<file path="src/rtl/rr_arb_pkg.sv">
// Shared types and constants for the two-requester round-robin mux arbiter.
package rr_arb_pkg;

  typedef enum logic [1:0] {
    IDLE  = 2'd0,
    GNT_A = 2'd1,
    GNT_B = 2'd2
  } state_e;

  localparam logic SEL_A = 1'b0;
  localparam logic SEL_B = 1'b1;

  localparam int unsigned STATS_W = 16;

endpackage

</file>
<file path="src/rtl/mux_21_dp.sv">
// 2:1 datapath mux for valid/data/last, steered by the arbiter's select.
module mux_21_dp #(
  parameter int unsigned DATA_W = 8
) (
  input  logic              sel,
  input  logic              a_valid,
  input  logic [DATA_W-1:0] a_data,
  input  logic              a_last,
  input  logic              b_valid,
  input  logic [DATA_W-1:0] b_data,
  input  logic              b_last,
  output logic              y_valid,
  output logic [DATA_W-1:0] y_data,
  output logic              y_last
);

  always_comb begin
    y_valid = sel ? b_valid : a_valid;
    y_data  = sel ? b_data  : a_data;
    y_last  = sel ? b_last  : a_last;
  end

endmodule

</file>
<file path="src/rtl/rr_mux_arbiter_21.sv">
// Round-robin arbiter owning a 2:1 mux select; grant is locked per packet.
// Optional per-requester packet counters when RR_ARB_STATS_EN is defined.
module rr_mux_arbiter_21
  import rr_arb_pkg::*;
#(
  parameter int unsigned DATA_W  = 8,
  parameter bit          START_B = 1'b0
) (
  input  logic              clk,
  input  logic              rst,
  input  logic              a_valid,
  input  logic [DATA_W-1:0] a_data,
  input  logic              a_last,
  output logic              a_ready,
  input  logic              b_valid,
  input  logic [DATA_W-1:0] b_data,
  input  logic              b_last,
  output logic              b_ready,
  output logic              y_valid,
  output logic [DATA_W-1:0] y_data,
  output logic              y_last,
  input  logic              y_ready,
  output logic              sel,
  output logic              busy
`ifdef RR_ARB_STATS_EN
  ,
  output logic [STATS_W-1:0] cnt_a,
  output logic [STATS_W-1:0] cnt_b
`endif
);

  state_e state_q;
  logic   prio_q;  // requester favoured on the next contended arbitration
  logic   mux_valid;
  logic   mux_last;
  logic   a_done;
  logic   b_done;

  mux_21_dp #(
    .DATA_W(DATA_W)
  ) u_mux (
    .sel    (sel),
    .a_valid(a_valid),
    .a_data (a_data),
    .a_last (a_last),
    .b_valid(b_valid),
    .b_data (b_data),
    .b_last (b_last),
    .y_valid(mux_valid),
    .y_data (y_data),
    .y_last (mux_last)
  );

  always_comb begin
    y_valid = mux_valid & (state_q != IDLE);
    y_last  = mux_last  & (state_q != IDLE);
    a_ready = (state_q == GNT_A) & y_ready;
    b_ready = (state_q == GNT_B) & y_ready;
    a_done  = (state_q == GNT_A) & a_valid & y_ready & a_last;
    b_done  = (state_q == GNT_B) & b_valid & y_ready & b_last;
  end

  always_ff @(posedge clk) begin
    if (rst) begin
      state_q <= IDLE;
      sel     <= START_B;
      busy    <= 1'b0;
      prio_q  <= START_B;
    end else begin
      case (state_q)
        IDLE: begin
          if (a_valid && (!b_valid || prio_q == SEL_A)) begin
            state_q <= GNT_A;
            sel     <= SEL_A;
            busy    <= 1'b1;
          end else if (b_valid) begin
            state_q <= GNT_B;
            sel     <= SEL_B;
            busy    <= 1'b1;
          end
        end
        GNT_A: begin
          if (a_done) begin
            state_q <= IDLE;
            busy    <= 1'b0;
            prio_q  <= SEL_B;
          end
        end
        GNT_B: begin
          if (b_done) begin
            state_q <= IDLE;
            busy    <= 1'b0;
            prio_q  <= SEL_A;
          end
        end
        default: begin
          state_q <= IDLE;
          busy    <= 1'b0;
        end
      endcase
    end
  end

`ifdef RR_ARB_STATS_EN
  always_ff @(posedge clk) begin
    if (rst) begin
      cnt_a <= '0;
      cnt_b <= '0;
    end else begin
      if (a_done) cnt_a <= cnt_a + 1'b1;
      if (b_done) cnt_b <= cnt_b + 1'b1;
    end
  end
`endif

endmodule

</file>
<file path="config.mk">
export PLATFORM = sky130hd
export DESIGN_NAME = rr_mux_arbiter_21
export DESIGN_NICKNAME = d
export VERILOG_FILES = /design/src/rtl/rr_arb_pkg.sv /design/src/rtl/mux_21_dp.sv /design/src/rtl/rr_mux_arbiter_21.sv
export SDC_FILE = /design/constraint.sdc
export NUM_CORES = 1
export LEC_CHECK = 0
export BUFFER_PORTS_ARGS = -buffer_cell sky130_fd_sc_hd__buf_2
export CAP_MARGIN = 15
export CORE_AREA = 2 2 39 41
export CTS_BUF_LIST = sky130_fd_sc_hd__clkbuf_16
export DETAILED_ROUTE_END_ITERATION = 16
export DIE_AREA = 0 0 41 43
export HOLD_SLACK_MARGIN = 0.06
export PLACE_DENSITY = 0.66
export SETUP_SLACK_MARGIN = 0.1
export SLEW_MARGIN = 10
export SYNTH_ARGS = -nofsm -noshare
export SYNTH_HDL_FRONTEND = slang
export SYNTH_SLANG_ARGS = --single-unit
</file>
<file path="constraint.sdc">
create_clock -name clk -period 1.4 [get_ports clk]
set_clock_uncertainty 0.2 [all_clocks]
set_input_delay 0.28 -clock clk [delete_from_list [all_inputs] [get_ports clk]]
set_output_delay 0.28 -clock clk [all_outputs]
set_load 0.1 [all_outputs]
</file>
## Yosys cells after proc, flatten, opt, wreduce, memory -nomap -nowiden

Cells that the tools add are included.
Widths: inputs -> output; s select.

| cells by class | value |
|---|---|
| add/sub/neg operators | 0 |
| multipliers | 0 |
| div/mod/pow operators | 0 |
| $lt $le $gt $ge | 0 |
| equal/unequal tests | 5 |
| shifts and indexed selects | 0 |
| muxes and demuxes | 16 |
| bitwise operators | 11 |
| reductions and logical operators | 10 |

Operator list:

| kind | count |
|---|---|
| $and 1x1->1 | 10 |
| $mux 1 | 8 |
| $mux 2 | 4 |
| $mux 8 | 1 |
| $pmux 2 s3 | 1 |
| $reduce_and 3->1 | 2 |
| $reduce_bool 2->1 | 3 |
| $ne 2x2->1 const B | 2 |
| $ne 3x3->1 const B | 1 |
| $pmux 1 s3 | 1 |
| $eq 2x1->1 const B | 1 |
| $eq 2x2->1 const B | 1 |
| $logic_not 2->1 | 1 |
| $pmux 1 s2 | 1 |
| $reduce_and 2->1 | 1 |
| $logic_and 1x1->1 | 1 |
| $logic_not 1->1 | 1 |
| $logic_or 1x1->1 | 1 |
| $not 1->1 | 1 |

| word-level totals | value |
|---|---|
| flip-flop bits (word level) | 5 |
| bits in latches | 0 |
| RAM bits | 0 |
| bits in read-only memories | 0 |
| input bits | 23 |
| memories | 0 |

## Logic depth before layout (Yosys ltp)

Gate-level depths: netlist of run 1.

| logic depth | value |
|---|---|
| depth in word-level cells | 6 |
| gate-level depth with buffers | 3 |

## Cells and area by module

A second synthesis of run 1 with hierarchy kept.

| unflattened totals | value |
|---|---|
| cell total of the unflattened synthesis | 41 |
| area total of the unflattened synthesis | 419.2 um^2 |

By module, submodules not included:

| module | times used | cells each | area an instance (um^2) | sequential area each (um^2) |
|---|---|---|---|---|
| rr_mux_arbiter_21 | 1 | 30 | 257.7 | 100.1 |
| mux_21_dp | 1 | 11 | 161.4 | 0.0 |

## Least setup slack after synthesis of run 1

No wires, ideal clock.

| path | value |
|---|---|
| kind | register -> output |
| from | register sel |
| to | output port y_last |
| data arrival time | 2.597 ns |
| required time | 0.920 ns |
| setup slack | -1.677 ns |
| stages on the path, launching flop included | 4 |
| buffers on the path | 1 |
| cells stage by stage | dfxtp_1 buf_4 mux2i_1 nor2_1 |

| between the ends | value |
|---|---|
| cells in the longest elaborated chain, start to end | 2 |

Ends and longest elaborated chain:

| element | line | source |
|---|---|---|
| start: declaration | rr_mux_arbiter_21.sv:23 | `output logic sel,` |
| start signal: assignment | rr_mux_arbiter_21.sv:66 | `sel <= START_B;` |
| start signal: assignment | rr_mux_arbiter_21.sv:74 | `sel <= SEL_A;` |
| start signal: assignment | rr_mux_arbiter_21.sv:78 | `sel <= SEL_B;` |
| $mux 1 | mux_21_dp.sv:20 | `y_last = sel ? b_last : a_last;` |
| $and 1x1->1 | rr_mux_arbiter_21.sv:56 | `y_last = mux_last & (state_q != IDLE);` |
| end: declaration | rr_mux_arbiter_21.sv:21 | `output logic y_last,` |

No other way between the ends.

## Final worst setup path of run 1

| path | value |
|---|---|
| from | register sel |
| to | output port y_data[6] |

| between the ends | value |
|---|---|
| cells in the longest elaborated chain, start to end | 1 |

Ends and longest elaborated chain:

| element | line | source |
|---|---|---|
| $mux 8 | mux_21_dp.sv:19 | `y_data = sel ? b_data : a_data;` |
| end: declaration | rr_mux_arbiter_21.sv:20 | `output logic [DATA_W-1:0] y_data,` |

No other way between the ends.

==> flow_summary_export.csv, run 1 <==
group,metric,value,unit
outcome,outcome,"finished, violations left",
outcome,violations,"setup timing",
global_route,grt_use_total,0.201,
placed_design,gp_congestion,0.754,
floorplan,dieArea,0.00176,mm²
cells_and_area,fill_cells,81,
sta,period_minus_slack,1720,ps
cells_and_area,multiInputGateArea,365,µm²
clock_tree,postCtsHoldBufs,0,
drt,viasPerCell,4.94,
yosys,synth_area_leaders,"dfxtp_1 (26%), mux2_2 (23%), mux2i_1 (5.2%)",
global_route,grt_pass1_vias,547,
sta,min_period_over_period,1.23,
yosys,async_flop_share,0,
sta,fmax,581,MHz
sta,fin_ws,-323,ps
global_route,grt_max_degree,8,
yosys,ys_seq_area_frac,0.258,
setup_path,cp.required,920,ps
cells_and_area,drive_above_1_share,0.758,
drt,initialDrtViolationCount,12,
power_and_ir_drop,p_comb_frac,0.510,
clock_tree,path_clk_slew,30,ps
clock_tree,clock_latency,220,ps
yosys,synthFlopType,"dfxtp_1",
min_path,hp-class,"in2reg",
setup_path,crit_chain,"buf_6 > mux2_4 > buf_12",
clock_tree,clkSinkCount,5,
clock_tree,cts_root_buf,"clkbuf_16",
yosys,ys_ff_latch,5,
setup_path,cp.arrival,1240,ps
setup_path,cp.buffers_inverters,2,
floorplan,coreArea,0.00138,mm²
power_and_ir_drop,clkPwrFrac,0.348,
cells_and_area,seqCellArea,113,µm²
sta,worstMarginPinSlew,193,ps
floorplan,fp.dieW,41,µm
placed_design,placed_cell_area,777,µm²
drt,drtAntennaViolNets,0,
setup_path,crit_path_start_kind,"flop",
yosys,syn-instance-count,45,
drt,num_vias,548,
yosys,ys_types,20,
sta,drv_slew,0,
sta,fin_setup_tns,-3380,ps
global_route,antenna_found_initial,0,
cells_and_area,final_area,0.00108,mm²
power_and_ir_drop,peakVddDrop,930,µV
setup_path,cp_top_family,"flip-flops",
setup_path,worst-setup-path-type,"reg2out",
flow_run,cap_violations,0,
yosys,synth_edf_count,0,
floorplan,start_util,0.280,
placed_design,io_buffers,36,
sta,hold_violations,0,
power_and_ir_drop,p_leak,0.499,nW
power_and_ir_drop,p_per_area,1210,mW/mm²
drt,wire_per_inst,16.9,µm
global_route,grt_pass1_wl,2.32,mm
drt,drt_wl_total,1.88,mm
yosys,synth-warning-count,0,
yosys,synthTopCellsByCount,"mux2_2 (8), dfxtp_1 (5), nor2_1 (5), nand2_1 (4), nand3_1 (4)",
power_and_ir_drop,p_sw_frac,0.388,
sta,rsz0062_at_grt,"true",
clock_tree,cts_buffers,3,
sta,hold_slack,93.8,ps
yosys,synth.most_common_cell,"mux2_2",
setup_path,crit_path_end_kind,"primary output",
drt,drtPass1Iterations,4,
yosys,yosys.area.top_type,"dfxtp_1",
power_and_ir_drop,power.switching,0.000507,W
drt,drc,0,
clock_tree,htreeDepth,1,
yosys,synth_area,388,µm²
cells_and_area,syn2layout_area_growth,178,%
yosys,synth_fp_nets,68,
global_route,overflow,0,
cells_and_area,antenna_cells,0,
sta,setup_viol,13,
power_and_ir_drop,cell_internal_pwr,0.000801,W
setup_path,max_stage_delay,380,ps
placed_design,hpwl,890,µm
setup_path,critical_path.max_fanout,6,
clock_tree,tritoncts,"done",
cells_and_area,nNetsFinal,119,
power_and_ir_drop,p_seq_frac,0.142,
cells_and_area,fin_util,0.778,
clock_tree,cts_buffer_depth,2,
yosys,netlist.area_leader.share,0.258,
sta,relSlewSlack,0.868,
yosys,avgSynthCellArea,8.62,µm²
floorplan,ioPinCount,37,
setup_path,cpMaxStageDelayCell,"dfxtp_4",
floorplan,rows,14,
floorplan,fp.dieH,43,µm
## per-stage QoR
| stage | setup slack (ps) | std cells | power [W] |
|---|---|---|---|
| floorplan | -379 | 45 | 0.000557 |
| global placement | -110 | 101 | 0.000709 |
| detailed placement | -124 | 101 | 0.000713 |
| CTS | -299 | 109 | 0.00128 |
| global route | -343 | 111 | 0.00135 |
| finish | -323 | 111 | 0.00131 |
## cells in the final DEF (no fill, tap or decap), drive strengths merged
cell type  count
nand2          4
o21ai          1
nand3b         1
nand2b         1
a21oi          4
nand4          1
a21bo          1
mux2           8
buf           47
o311ai         1
mux2i          2
inv            3
o211ai         1
and3b          1
clkbuf         3
nor2           6
nand3          4
and4b          1
dfxtp          5
## cell type report
cell class,instances,area share
Timing Repair Buffer,47,0.458
Clock buffer,3,0.0697
Tap cell,16,0.0186
Inverter,2,0.00697
Clock inverter,1,0.00348
Sequential cell,5,0.105
Multi-Input combinational cell,37,0.339
## registers in the layout (all words and copies together), names as in the netlist
| name | flops |
|---|---|
| busy | 1 |
| prio_q | 1 |
| sel | 1 |
| state_q | 2 |
## power groups by stage
stage | Combinational, W | Clock [W] | Sequential (W)
final | 0.000667 | 0.000455 | 0.000186
after global placement | 0.000523 | 0 | 0.000186
after global routing | 0.000685 | 0.000478 | 0.000188
after CTS | 0.000636 | 0.000463 | 0.000183
after floorplan | 0.000327 | 0 | 0.000230
after detailed placement | 0.000525 | 0 | 0.000187
## cell families after synthesis
logic type	after synthesis	share of synthesized area
AOI/OAI and AO/OA	8	0.161
buffers and inverters	3	0.0387
DFF	5	0.258
muxes	10	0.284
and+or+nand+nor	19	0.258
## routing by layer
metal,track usage,vias up,share of wire
met3,0.0576,4,0.059
met4,0.107,0,0.011
met5,0,-,0
met1,0.197,256,0.43
li1,-,265,-
met2,0.350,23,0.50
## timing repair
| action | in CTS | in global routing |
|---|---|---|
| buffers inserted | 5 | 2 |
| pin swaps | 3 | 0 |
| resized for setup | 42 | 5 |
| cloned | 0 | 0 |
| setup endpoints to repair | 13 | 16 |
## path summary, 6_finish.rpt
kind | slack [ps] | to | startpoint | cells past startpoint
setup / recovery | -320 | y_data[6] | sel | 3
hold / removal | 90 | sel | rst | 2
setup reg to reg | 150 | sel | state_q[0] | 4
hold reg to reg | 300 | prio_q | prio_q | 2
No activity file was read; power rests on OpenSTA's default activity.
==> run 2: changes to the inputs <==
--- a/config.mk
+++ b/config.mk
@@ -14,6 +14,7 @@
 export HOLD_SLACK_MARGIN = 0.06
 export PLACE_DENSITY = 0.66
 export SETUP_SLACK_MARGIN = 0.1
+export SKIP_LAST_GASP = 1
 export SLEW_MARGIN = 10
 export SYNTH_ARGS = -nofsm -noshare
 export SYNTH_HDL_FRONTEND = slang
==> flow_summary_export.csv, run 2 (synthesis results as in run 1) <==
group,metric,value,unit
outcome,outcome,"finished, violations left",
outcome,violations,"setup timing",
floorplan,ioPinCount,37,
placed_design,io_buffers,36,
floorplan,dieArea,0.00176,mm²
cells_and_area,syn2layout_area_growth,178,%
placed_design,hpwl,890,µm
sta,rsz0062_at_grt,"true",
setup_path,crit_path_start_kind,"flop",
drt,initialDrtViolationCount,7,
setup_path,crit_path_end_kind,"primary output",
cells_and_area,regMostFlops,"state_q",
sta,setup_viol,13,
sta,fin_setup_tns,-3380,ps
sta,period_minus_slack,1720,ps
clock_tree,path_clk_slew,30,ps
placed_design,gp_congestion,0.754,
placed_design,dp_cells,101,
sta,worstMarginPinSlew,179,ps
clock_tree,cts_buffer_depth,2,
power_and_ir_drop,peakVddDrop,898,µV
sta,hold_violations,0,
setup_path,worst-setup-path-type,"reg2out",
power_and_ir_drop,p_per_area,1220,mW/mm²
sta,min_period_over_period,1.23,
drt,drtPass1Iterations,4,
global_route,grt_pass1_vias,553,
cells_and_area,most-common-layout-cells,"buf_2 (22), buf_12 (15), mux2_4 (8), buf_4 (8)",
clock_tree,postCtsHoldBufs,0,
drt,num_vias,558,
sta,fin_ws,-321,ps
clock_tree,clkSinkCount,5,
global_route,overflow,0,
cells_and_area,fin_util,0.778,
setup_path,critical_path.max_fanout,6,
cells_and_area,drive_above_1_share,0.758,
min_path,hp-class,"in2reg",
drt,wire_per_inst,18.5,µm
floorplan,fp.dieW,41,µm
setup_path,cp.required,920,ps
drt,viasPerCell,5.03,
floorplan,coreArea,0.00138,mm²
cells_and_area,antenna_cells,0,
clock_tree,tritoncts,"done",
clock_tree,clock_latency,220,ps
cells_and_area,largest_register_ffs,2,
global_route,grt_max_degree,8,
setup_path,cp.arrival,1240,ps
sta,drv_slew,0,
drt,drt_wl_total,2.06,mm
global_route,grt_use_total,0.200,
clock_tree,cts_buffers,3,
flow_run,cap_violations,0,
placed_design,pre_cts_ws,-124,ps
cells_and_area,mostFrequentLayoutCell,"buf_2",
clock_tree,htreeDepth,1,
sta,fmax,581,MHz
sta,relSlewSlack,0.878,
sta,hold_slack,90.3,ps
clock_tree,cts_root_buf,"clkbuf_16",
drt,drc,0,
floorplan,start_util,0.280,
floorplan,fp.dieH,43,µm
global_route,grt_pass1_wl,2.30,mm
power_and_ir_drop,p_leak,0.499,nW
drt,drtAntennaViolNets,0,
cells_and_area,nNetsFinal,119,
floorplan,rows,14,
global_route,antenna_found_initial,0,
cells_and_area,stdcell_count,111,
==> run 2: cell counts in the layout (fill, tap and decap cells not counted) <==
Identical to the previous run, type by type.
==> run 2: area by class of cell <==
type	count	area [µm²]
inverters	2	7.51
multi-input cells	37	365
fillers	79	307
clock buffers	3	75.1
repair buffers	47	493
well taps	16	20.0
flip-flops and latches	5	113
clock inverters	1	3.75
==> run 2: what timing repair did <==
action                                 in CTS  in global routing
setup endpoints to repair                  13                 16
pin swaps                                   3                  0
setup buffers                               5                  2
resized for setup                          41                  6
endpoints found under the hold margin       0                  0
==> run 2: per-stage QoR <==
| step | area [µm²] | total power [W] |
|---|---|---|
| 6_report | 1080 | 0.00131 |
| 5_1_grt | 1080 | 0.00135 |
| 4_1_cts | 1040 | 0.00128 |
| 3_5_place_dp | 777 | 0.000713 |
| 3_3_place_gp | 777 | 0.000709 |
| 2_1_floorplan | 452 | 0.000557 |
==> run 2: per-layer routing <==
| metal | wire length [µm] | global-route usage | up-vias |
|---|---|---|---|
| met5 | 0 | 0 | - |
| met4 | 14 | 0.107 | 0 |
| met3 | 99 | 0.0576 | 2 |
| met2 | 1190 | 0.350 | 21 |
| met1 | 745 | 0.194 | 270 |
| li1 | - | - | 265 |
==> run 2: path summary, 6_finish.rpt <==
| path | startpoint | slack [ps] | cells past startpoint | end |
|---|---|---|---|---|
| worst max-delay path | sel | -320 | 3 | y_data[6] |
| worst max register to register | state_q[0] | 130 | 4 | sel |
| worst min register to register | prio_q | 290 | 2 | prio_q |
| worst min-delay path | rst | 90 | 2 | sel |
==> run 2: worst max-delay path, stage by stage, from the launching register on <==
cell and delay, ps:
dfxtp_4 380, buf_6 140, mux2_4 320, buf_12 170
==> run 2: report_power, final <==
group / total [W] / leakage (nW) / internal, W / switching, W
Clock: 0.000454 / 0.0423 / 0.000369 / 0.0000848
Sequential: 0.000185 / 0.0434 / 0.000160 / 0.0000257
Combinational: 0.000671 / 0.413 / 0.000272 / 0.000399
